$ cat config.mk
export PLATFORM = sky130hd
export DESIGN_NAME = mtimer_unit
export DESIGN_NICKNAME = d
export VERILOG_FILES = /design/src/rtl/riscV_unrn_pkg.sv /design/src/rtl/mtimer_prescaler.sv /design/src/rtl/mtimer_unit.sv
export SDC_FILE = /design/constraint.sdc
export NUM_CORES = 1
export LEC_CHECK = 0
export ABC_AREA = 1
export CORE_ASPECT_RATIO = 0.9
export CORE_MARGIN = 8
export CORE_UTILIZATION = 60
export CTS_BUF_LIST = sky130_fd_sc_hd__clkbuf_4 sky130_fd_sc_hd__clkbuf_8
export DETAILED_ROUTE_END_ITERATION = 8
export HOLD_SLACK_MARGIN = 0.05
export PLACE_DENSITY = 0.81
export SKIP_LAST_GASP = 1
export SYNTH_ARGS = -nofsm -noshare
export SYNTH_HDL_FRONTEND = slang
export SYNTH_SLANG_ARGS = --single-unit
$ cat constraint.sdc
create_clock -name clk -period 3.1 [get_ports clk]
set_input_delay 0.775 -clock clk [delete_from_list [all_inputs] [get_ports clk]]
set_output_delay 0.775 -clock clk [all_outputs]
set_load 0.01 [all_outputs]
$ cat src/rtl/riscV_unrn_pkg.sv
// Shared core types: data-memory access kinds, machine timer addresses and reset constants.
package riscV_unrn_pkg;

    localparam logic [31:0] MTIME_MEM_ADDRESS_LOW     = 32'h0000_8000;
    localparam logic [31:0] MTIME_MEM_ADDRESS_HIGH    = 32'h0000_8004;
    localparam logic [31:0] MTIMECMP_MEM_ADDRESS_LOW  = 32'h0000_8008;
    localparam logic [31:0] MTIMECMP_MEM_ADDRESS_HIGH = 32'h0000_800C;

    localparam logic [63:0] MTIMECMP_RESET = 64'hFFFF_FFFF_FFFF_FFFF;

    // mcause value for the machine timer interrupt (interrupt bit set, code 7)
    localparam logic [31:0] M_TIMER_INT = 32'h8000_0007;

    typedef enum logic [3:0] {
        MEM_NOP = 4'd0,
        MEM_LB  = 4'd1,
        MEM_LH  = 4'd2,
        MEM_LW  = 4'd3,
        MEM_LBU = 4'd4,
        MEM_LHU = 4'd5,
        MEM_SB  = 4'd6,
        MEM_SH  = 4'd7,
        MEM_SW  = 4'd8
    } mem_inst_type_t;

    typedef enum logic [1:0] {
        MTIME_LOW     = 2'd0,
        MTIME_HIGH    = 2'd1,
        MTIMECMP_LOW  = 2'd2,
        MTIMECMP_HIGH = 2'd3
    } mtime_address_t;

    function automatic logic is_load(input mem_inst_type_t t);
        return t inside {MEM_LB, MEM_LH, MEM_LW, MEM_LBU, MEM_LHU};
    endfunction

endpackage

$ cat src/rtl/mtimer_prescaler.sv
// Divides clk down to one-cycle mtime tick pulses, one every PRESCALE cycles.
module mtimer_prescaler
    import riscV_unrn_pkg::*;
#(
    parameter int unsigned PRESCALE = 1
) (
    input  logic clk,
    input  logic rst_n,
    output logic tick_o
);

    localparam int unsigned CNT_W = (PRESCALE > 1) ? $clog2(PRESCALE) : 1;
    localparam logic [CNT_W-1:0] CNT_LAST = CNT_W'(PRESCALE - 1);

    logic [CNT_W-1:0] cnt_q, cnt_d;

    // With PRESCALE=1 the counter is stuck at 0 and tick_o folds to a constant 1.
    assign tick_o = (cnt_q == CNT_LAST);

    always_comb begin
        cnt_d = tick_o ? '0 : cnt_q + CNT_W'(1);
    end

    always_ff @(posedge clk or negedge rst_n) begin
        if (!rst_n) begin
            cnt_q <= '0;
        end else begin
            cnt_q <= cnt_d;
        end
    end

endmodule

$ cat src/rtl/mtimer_unit.sv
// Memory-mapped RISC-V machine timer: 64-bit mtime/mtimecmp as four 32-bit words,
// driving the registered machine timer interrupt level.
module mtimer_unit
    import riscV_unrn_pkg::*;
#(
    parameter int unsigned PRESCALE = 1
) (
    input  logic        clk,
    input  logic        rst_n,
    input  logic [3:0]  mem_inst_i,
    input  logic [31:0] addr_i,
    input  logic [31:0] wdata_i,
    output logic        hit_o,
    output logic [31:0] rdata_o,
    output logic        rvalid_o,
    output logic        err_o,
    output logic        mtip_o
);

    mem_inst_type_t inst;
    mtime_address_t sel;
    logic           addr_match;
    logic           tick;
    logic           do_load;
    logic           do_store;

    logic [63:0] mtime_q, mtime_d, mtime_inc;
    logic [63:0] mtimecmp_q, mtimecmp_d;
    logic [31:0] rd_word;
    logic [31:0] rdata_q, rdata_d;
    logic        rvalid_q, rvalid_d;
    logic        err_q, err_d;
    logic        mtip_q, mtip_d;

    mtimer_prescaler #(.PRESCALE(PRESCALE)) u_prescaler (
        .clk   (clk),
        .rst_n (rst_n),
        .tick_o(tick)
    );

    assign inst = mem_inst_type_t'(mem_inst_i);

    always_comb begin
        addr_match = 1'b1;
        sel        = MTIME_LOW;
        case (addr_i)
            MTIME_MEM_ADDRESS_LOW:     sel = MTIME_LOW;
            MTIME_MEM_ADDRESS_HIGH:    sel = MTIME_HIGH;
            MTIMECMP_MEM_ADDRESS_LOW:  sel = MTIMECMP_LOW;
            MTIMECMP_MEM_ADDRESS_HIGH: sel = MTIMECMP_HIGH;
            default:                   addr_match = 1'b0;
        endcase
    end

    assign hit_o    = (inst != MEM_NOP) && addr_match;
    assign do_load  = hit_o && is_load(inst);
    assign do_store = hit_o && (inst == MEM_SW);
    assign mtime_inc = mtime_q + 64'd1;

    // A store to one mtime half in a tick cycle wins over the increment for that
    // half only; no carry ever crosses between a written and an incremented half.
    always_comb begin
        mtime_d    = tick ? mtime_inc : mtime_q;
        mtimecmp_d = mtimecmp_q;
        if (do_store) begin
            case (sel)
                MTIME_LOW:     mtime_d    = {mtime_q[63:32], wdata_i};
                MTIME_HIGH:    mtime_d    = {wdata_i, tick ? mtime_inc[31:0] : mtime_q[31:0]};
                MTIMECMP_LOW:  mtimecmp_d = {mtimecmp_q[63:32], wdata_i};
                MTIMECMP_HIGH: mtimecmp_d = {wdata_i, mtimecmp_q[31:0]};
                default:       mtimecmp_d = mtimecmp_q;
            endcase
        end
    end

    always_comb begin
        case (sel)
            MTIME_LOW:     rd_word = mtime_q[31:0];
            MTIME_HIGH:    rd_word = mtime_q[63:32];
            MTIMECMP_LOW:  rd_word = mtimecmp_q[31:0];
            MTIMECMP_HIGH: rd_word = mtimecmp_q[63:32];
            default:       rd_word = '0;
        endcase
        rdata_d  = do_load ? rd_word : rdata_q;
        rvalid_d = do_load;
        err_d    = hit_o && !is_load(inst) && (inst != MEM_SW);
        mtip_d   = (mtime_q >= mtimecmp_q);
    end

    always_ff @(posedge clk or negedge rst_n) begin
        if (!rst_n) begin
            mtime_q    <= '0;
            mtimecmp_q <= MTIMECMP_RESET;
            rdata_q    <= '0;
            rvalid_q   <= 1'b0;
            err_q      <= 1'b0;
            mtip_q     <= 1'b0;
        end else begin
            mtime_q    <= mtime_d;
            mtimecmp_q <= mtimecmp_d;
            rdata_q    <= rdata_d;
            rvalid_q   <= rvalid_d;
            err_q      <= err_d;
            mtip_q     <= mtip_d;
        end
    end

    assign rdata_o  = rdata_q;
    assign rvalid_o = rvalid_q;
    assign err_o    = err_q;
    assign mtip_o   = mtip_q;

endmodule

After elaboration in Yosys (flattened, before gate mapping)
Index checks and enable logic that the tools add are counted.
{ "classes": {"addsub": 2, "n_lt_le_gt_ge": 1, "eq_ne": 16, "n_mux": 9, "bitwise_logic": 2, "reduce_logical": 12} }
{ "op_table": {"columns": ["operator", "count"], "rows": [
  ["one-hot mux 64 bit (2 select lines)", 2],
  ["== test 32 x 16 -> 1 bit (second input constant)", 4],
  ["2-to-1 mux 64 bit", 2],
  ["one-hot mux 32 bit (4 select lines)", 1],
  ["adder 64 x 1 -> 64 bit (second input constant)", 1],
  ["greater-or-equal comparator 64 bit", 1],
  ["2-to-1 mux 32 bit", 1],
  ["== test 4 x 2 -> 1 bit (second input constant)", 2],
  ["== test 4 x 3 -> 1 bit (second input constant)", 2],
  ["one-hot mux 2 bit (3 select lines)", 1],
  ["AND reduction 3 bit", 2],
  ["logical AND 1 bit", 5],
  ["nonzero test 5 bit", 1],
  ["== test 2 bit (second input constant)", 2],
  ["== test 4 x 1 -> 1 bit (second input constant)", 1],
  ["== test 4 bit (second input constant)", 1],
  ["!= test 4 bit (second input constant)", 1],
  ["nonzero test 4 bit", 1],
  ["OR reduction 4 bit", 1],
  ["!= test 3 bit (second input constant)", 1],
  ["== test 2 x 1 -> 1 bit (second input constant)", 1],
  ["logical NOT 2 bit", 1],
  ["2-to-1 mux 1 bit", 2],
  ["!= test 2 bit (second input constant)", 1],
  ["3 further kinds", 4]
]} }
{ "totals": {"regBits": 164, "inputBits": 70, "out_inout_bits": 36, "word_cells": 51} }

Depth between registers and ports, before layout
{ "logic_depth": {"word_depth": 6, "ltp_mapped": 14, "depth_no_buf": 13} }

Modules after synthesis
From an unflattened synthesis, not the netlist that was laid out.
{ "hier_totals": {"hier_cells": 1993, "hier_area_um2": 12702.2} }
{ "by_module_without_submodules": {"columns": ["module", "n_inst", "cells_per_inst", "area_each_um2", "seq_area_each_um2"], "rows": [
  ["mtimer_unit", 1, 1991, 12690.9, 4159.0],
  ["mtimer_prescaler", 1, 2, 11.3, 0.0]
]} }

Worst setup path before layout
OpenSTA, ideal clock, no wires.
{ "synth_path": {"kind": "input to output", "from": "in addr_i[13]", "to": "out hit_o", "arrival_time_ps": 1542, "required_time_ps": 2325, "setup_slack_ps": 783, "stages": 7, "path_buffers": 0, "path_cell_list": "nor2_1 > nand2_1 > nor2_1 > nand2_2 > nor2_4 > nand2_2 > nor2_2"} }
{ "synth_via": {"elab_chain_len": 4, "word_cells_on_any_way": 7, "classes_between": "eq/ne: 4; mux: 1; reduce/logical: 2"} }
{ "synth_lines": {"columns": ["item", "line_no", "text"], "rows": [
  ["from (decl)", "mtimer_unit.sv:11", "input logic [31:0] addr_i,"],
  ["== test 32 x 16 -> 1 bit", "mtimer_unit.sv:46", "case (addr_i)"],
  ["OR reduction 4 bit (no source line) (*)", null, null],
  ["2-to-1 mux 1 bit (*)", "mtimer_unit.sv:46", null],
  ["logical AND 1 bit (*)", "mtimer_unit.sv:55", "assign hit_o = (inst != MEM_NOP) && addr_match;"],
  ["to (decl)", "mtimer_unit.sv:13", "output logic hit_o,"]
]} }
Every way passes the cells marked *; elsewhere a longest branch is shown, timed or not.

Worst setup path in the final report
{ "layout_path": {"from": "in addr_i[15]", "to": "out hit_o"} }
The elaborated chain is that of the path after synthesis.

==> qor.csv <==
stage,metric,value,unit
finish,Finished Layout Cells,2059,
timing,worst-margin pin slew,0.706,ns
detailed_routing,WL/cell,18.9,µm
timing,clk_skew,0.0144,ns
pwr,pwr dens,294,mW/mm²
logic_synthesis,syn nets,1813,
pwr,Pleak,5.95,nW
critical_path,"Data required, critical path",2.32,ns
timing,RSZ-0062 raised after global routing,false,
cts,Sink Count,163,
pwr,Switching Fraction,0.258,
detailed_routing,Pre-antenna DRT Iters,6,
finish,area grow syn2layout,16.7,%
critical_path,CP Class,in -> out,
cts,root buffer cell,clkbuf_8,
critical_path,r2r startpoint,mtime_q[1],
grt,largest net degree at the start of global routing,81,
timing,setup TNS,0,ns
critical_path,crit path from,addr_i[15],
critical_path,arrival time at the worst endpoint,2.13,ns
timing,final hold violation count,0,
detailed_routing,vias,11900,
timing,Fmax,344,MHz
logic_synthesis,average size of a mapped cell,6.82,µm²
finish,ant diodes,0,
logic_synthesis,most common cell in the netlist,nand2_1,
logic_synthesis,"FF+latch count, synth",163,
logic_synthesis,Yosys warning count,0,
detailed_routing,DRT antenna net count,0,
critical_path,"setup slack, reg-to-reg",0.37,ns
finish,layout cells sized above 1,0.101,
detailed_routing,drt via density,5.79,
grt,met1 usage,0.443,
cts,Clock Latency Late Sink,0.47,ns
timing,worst hold margin,0.219,ns
cts,CTS tree,done,
detailed_routing,First DRT Iteration DRCs,1496,
detailed_routing,# DRC,0,
cts,Worst-path clk slew,0.09,ns
critical_path,R2R depth,12,
logic_synthesis,synth unique cells,38,
die,Boundary Pins,106,
logic_synthesis,commonest register cell after synthesis,dfrtp_1,
critical_path,crit start category,input pin,
place,routability congestion estimate,1.01,
logic_synthesis,most frequent cells after synthesis,"nand2_1, inv_1, nor2_1, nand3_1, o21ai_0",
die,Die W,162,µm
timing,final-report setup violation count,0,
logic_synthesis,Mapped Cells,1678,
die,Initial Utilization,0.605,
logic_synthesis,Synth top area share,0.216,
place,dpl cell area,0.0130,mm²
job,Max-Cap Viols,0,
timing,post-layout minimum cycle time,2.91,ns
logic_synthesis,dominant cells by area after synthesis,"dfrtp_1, nand2_1, dfstp_2",
grt,Tot GR Track Use,0.327,
logic_synthesis,sequential element share of the synthesized area,0.363,
die,die area,0.0238,mm²
timing,Slew Limit Fails,0,
status,run status,completed,
pwr,Cell Int Power,2.92,mW
place,# port buffers,105,
pwr,worst vdd ir,0.221,mV
critical_path,crit end category,output pin,
timing,Slew headroom,0.526,
place,Final HPWL DP,29900,µm
cts,total CTS buffers,17,
detailed_routing,Routed WL,38900,µm
grt,GRT overflow,0,
critical_path,CP Capture Point,hit_o,
pwr,clock power share,0.408,
pwr,Logic pwr share,0.050,
pwr,Sw Pwr,1.01,mW
grt,initial antenna violation count,0,
logic_synthesis,number of synthesized flops with an enable pin,0,
die,FP Rows,48,
worst_hold_path,Min-Delay Path Class,in -> async,
logic_synthesis,Synth area leader,dfrtp_1,
die,Die H,147,µm
critical_path,RR Endpoint,mtime_q[46],
grt,first-pass GRT wire length,61500,µm
logic_synthesis,synthesized area,0.0114,mm²
cts,largest buffer count on any clock path,2,
logic_synthesis,"Async S/R FF share, synth",1.00,
pwr,Final Power,3.93,mW
die,core area,0.0189,mm²
place,Post-Place Cells,2027,
critical_path,Crit Path Max Fanout,2,
grt,Top Usage Layer GRT,met2,
timing,Tcrit/Tclk final,0.938,
finish,cell area after layout,0.0134,mm²
cts,CTS H-tree lvls,4,
finish,Layout Nets,1931,
cts,Post-CTS Repair Setup Buffers,0,
pwr,Seq pwr share,0.542,
grt,met3 Usage GRT,0.0649,
grt,vias in the first global route,11600,
grt,met2 GRT Util,0.510,
==> metal layers <==
layer | routed length [µm] | vias to the layer above
met2 | 17500 | 726
met4 | 1080 | 0
li1 | - | 5608
met1 | 16200 | 5509
met3 | 4180 | 86
met5 | 0 | -
==> power groups by stage <==
| stage | combinational, mW | sequential (mW) | clock, mW |
|---|---|---|---|
| 2_1_floorplan | 0.0354 | 2.17 | 0 |
| 3_3_place_gp | 0.192 | 2.17 | 0 |
| 3_5_place_dp | 0.197 | 2.17 | 0 |
| 4_1_cts | 0.198 | 2.13 | 1.62 |
| 5_1_grt | 0.216 | 2.13 | 1.69 |
| 6_report | 0.197 | 2.13 | 1.60 |
==> kinds of logic (layout without fill, tap and decap cells) <==
| family | after synthesis | in the layout | synth area share |
|---|---|---|---|
| AND/OR/NAND/NOR | 910 | 910 | 0.339 |
| buffers and inverters | 289 | 420 | 0.103 |
| AO/OA/AOI/OAI | 231 | 231 | 0.109 |
| flip-flops | 163 | 163 | 0.363 |
| adder cells (fa/ha/maj) | 65 | 65 | 0.0710 |
| XOR/XNOR | 20 | 20 | 0.0153 |
==> state kept, by name, summed over array words and instances (netlist names) <==
name	count
err_o	1
mtime_q	64
mtimecmp_q	64
mtip_o	1
rdata_o	32
rvalid_o	1
==> layout make-up <==
class | instances | area (µm²)
clock buffer | 19 | 255
clock inverter | 13 | 138
fill | 1554 | 5560
inverter | 239 | 897
multi-input combinational | 1226 | 6120
sequential | 163 | 4160
tap | 250 | 313
timing repair buffer | 149 | 1480
==> placed cells by master, fill, tap and decap left out, drive strengths merged <==
cell type | Yosys | routed
clkdlybuf4s50 | 0 | 103
nor3 | 41 | 41
or2 | 2 | 2
clkinvlp | 0 | 2
ha | 65 | 65
and2 | 5 | 5
nor2 | 191 | 191
clkinv | 1 | 4
xor2 | 20 | 20
nand3 | 118 | 118
nand4 | 39 | 39
nand2 | 502 | 502
dfrtp | 99 | 99
dfstp | 64 | 64
bufinv | 0 | 1
and3 | 1 | 1
nor4 | 4 | 4
o21a | 1 | 1
a21oi | 62 | 62
clkbuf | 11 | 20
o22ai | 1 | 1
inv | 238 | 245
o21bai | 2 | 2
o211ai | 15 | 15
o21ai | 149 | 149
buf | 39 | 45
a21o | 1 | 1
nor3b | 2 | 2
nand3b | 5 | 5
==> stage by stage <==
step           worst slack, ns  utilization
6_report                 0.193        0.706
5_1_grt                 0.0914        0.706
4_1_cts                 0.0413        0.706
3_5_place_dp            -0.235        0.686
3_3_place_gp            -0.169        0.686
2_1_floorplan            0.783            -
==> worst max-delay path, stage by stage <==
cell and delay [ns]:
clkdlybuf4s50_1 0.45, inv_1 0.04, nor2_1 0.13, nand2_1 0.07
nor2_1 0.14, nand2_2 0.09, nor2_4 0.13, nand2_2 0.07
nor2_2 0.10, clkbuf_2 0.15
==> how the worst min path moves through the flow <==
stage | from | endpoint | slack, ns | cells past startpoint
2_1_floorplan | mtimecmp_q[57] | mtimecmp_q[57] | 0.46 | 2
3_3_place_gp | rdata_o[7] | rdata_o[7] | 0.46 | 2
3_5_place_dp | rdata_o[26] | rdata_o[26] | 0.46 | 2
4_1_cts | rst_n | rdata_o[1] | 0.22 | 1
5_1_grt | rst_n | rdata_o[1] | 0.23 | 1
6_report | rst_n | rdata_o[1] | 0.22 | 1
==> repair_timing <==
action	CTS	global route
hold buffers	0	0
setup endpoints to repair	1	1
resized for setup	1	2
(Power assumes the default switching activity.)
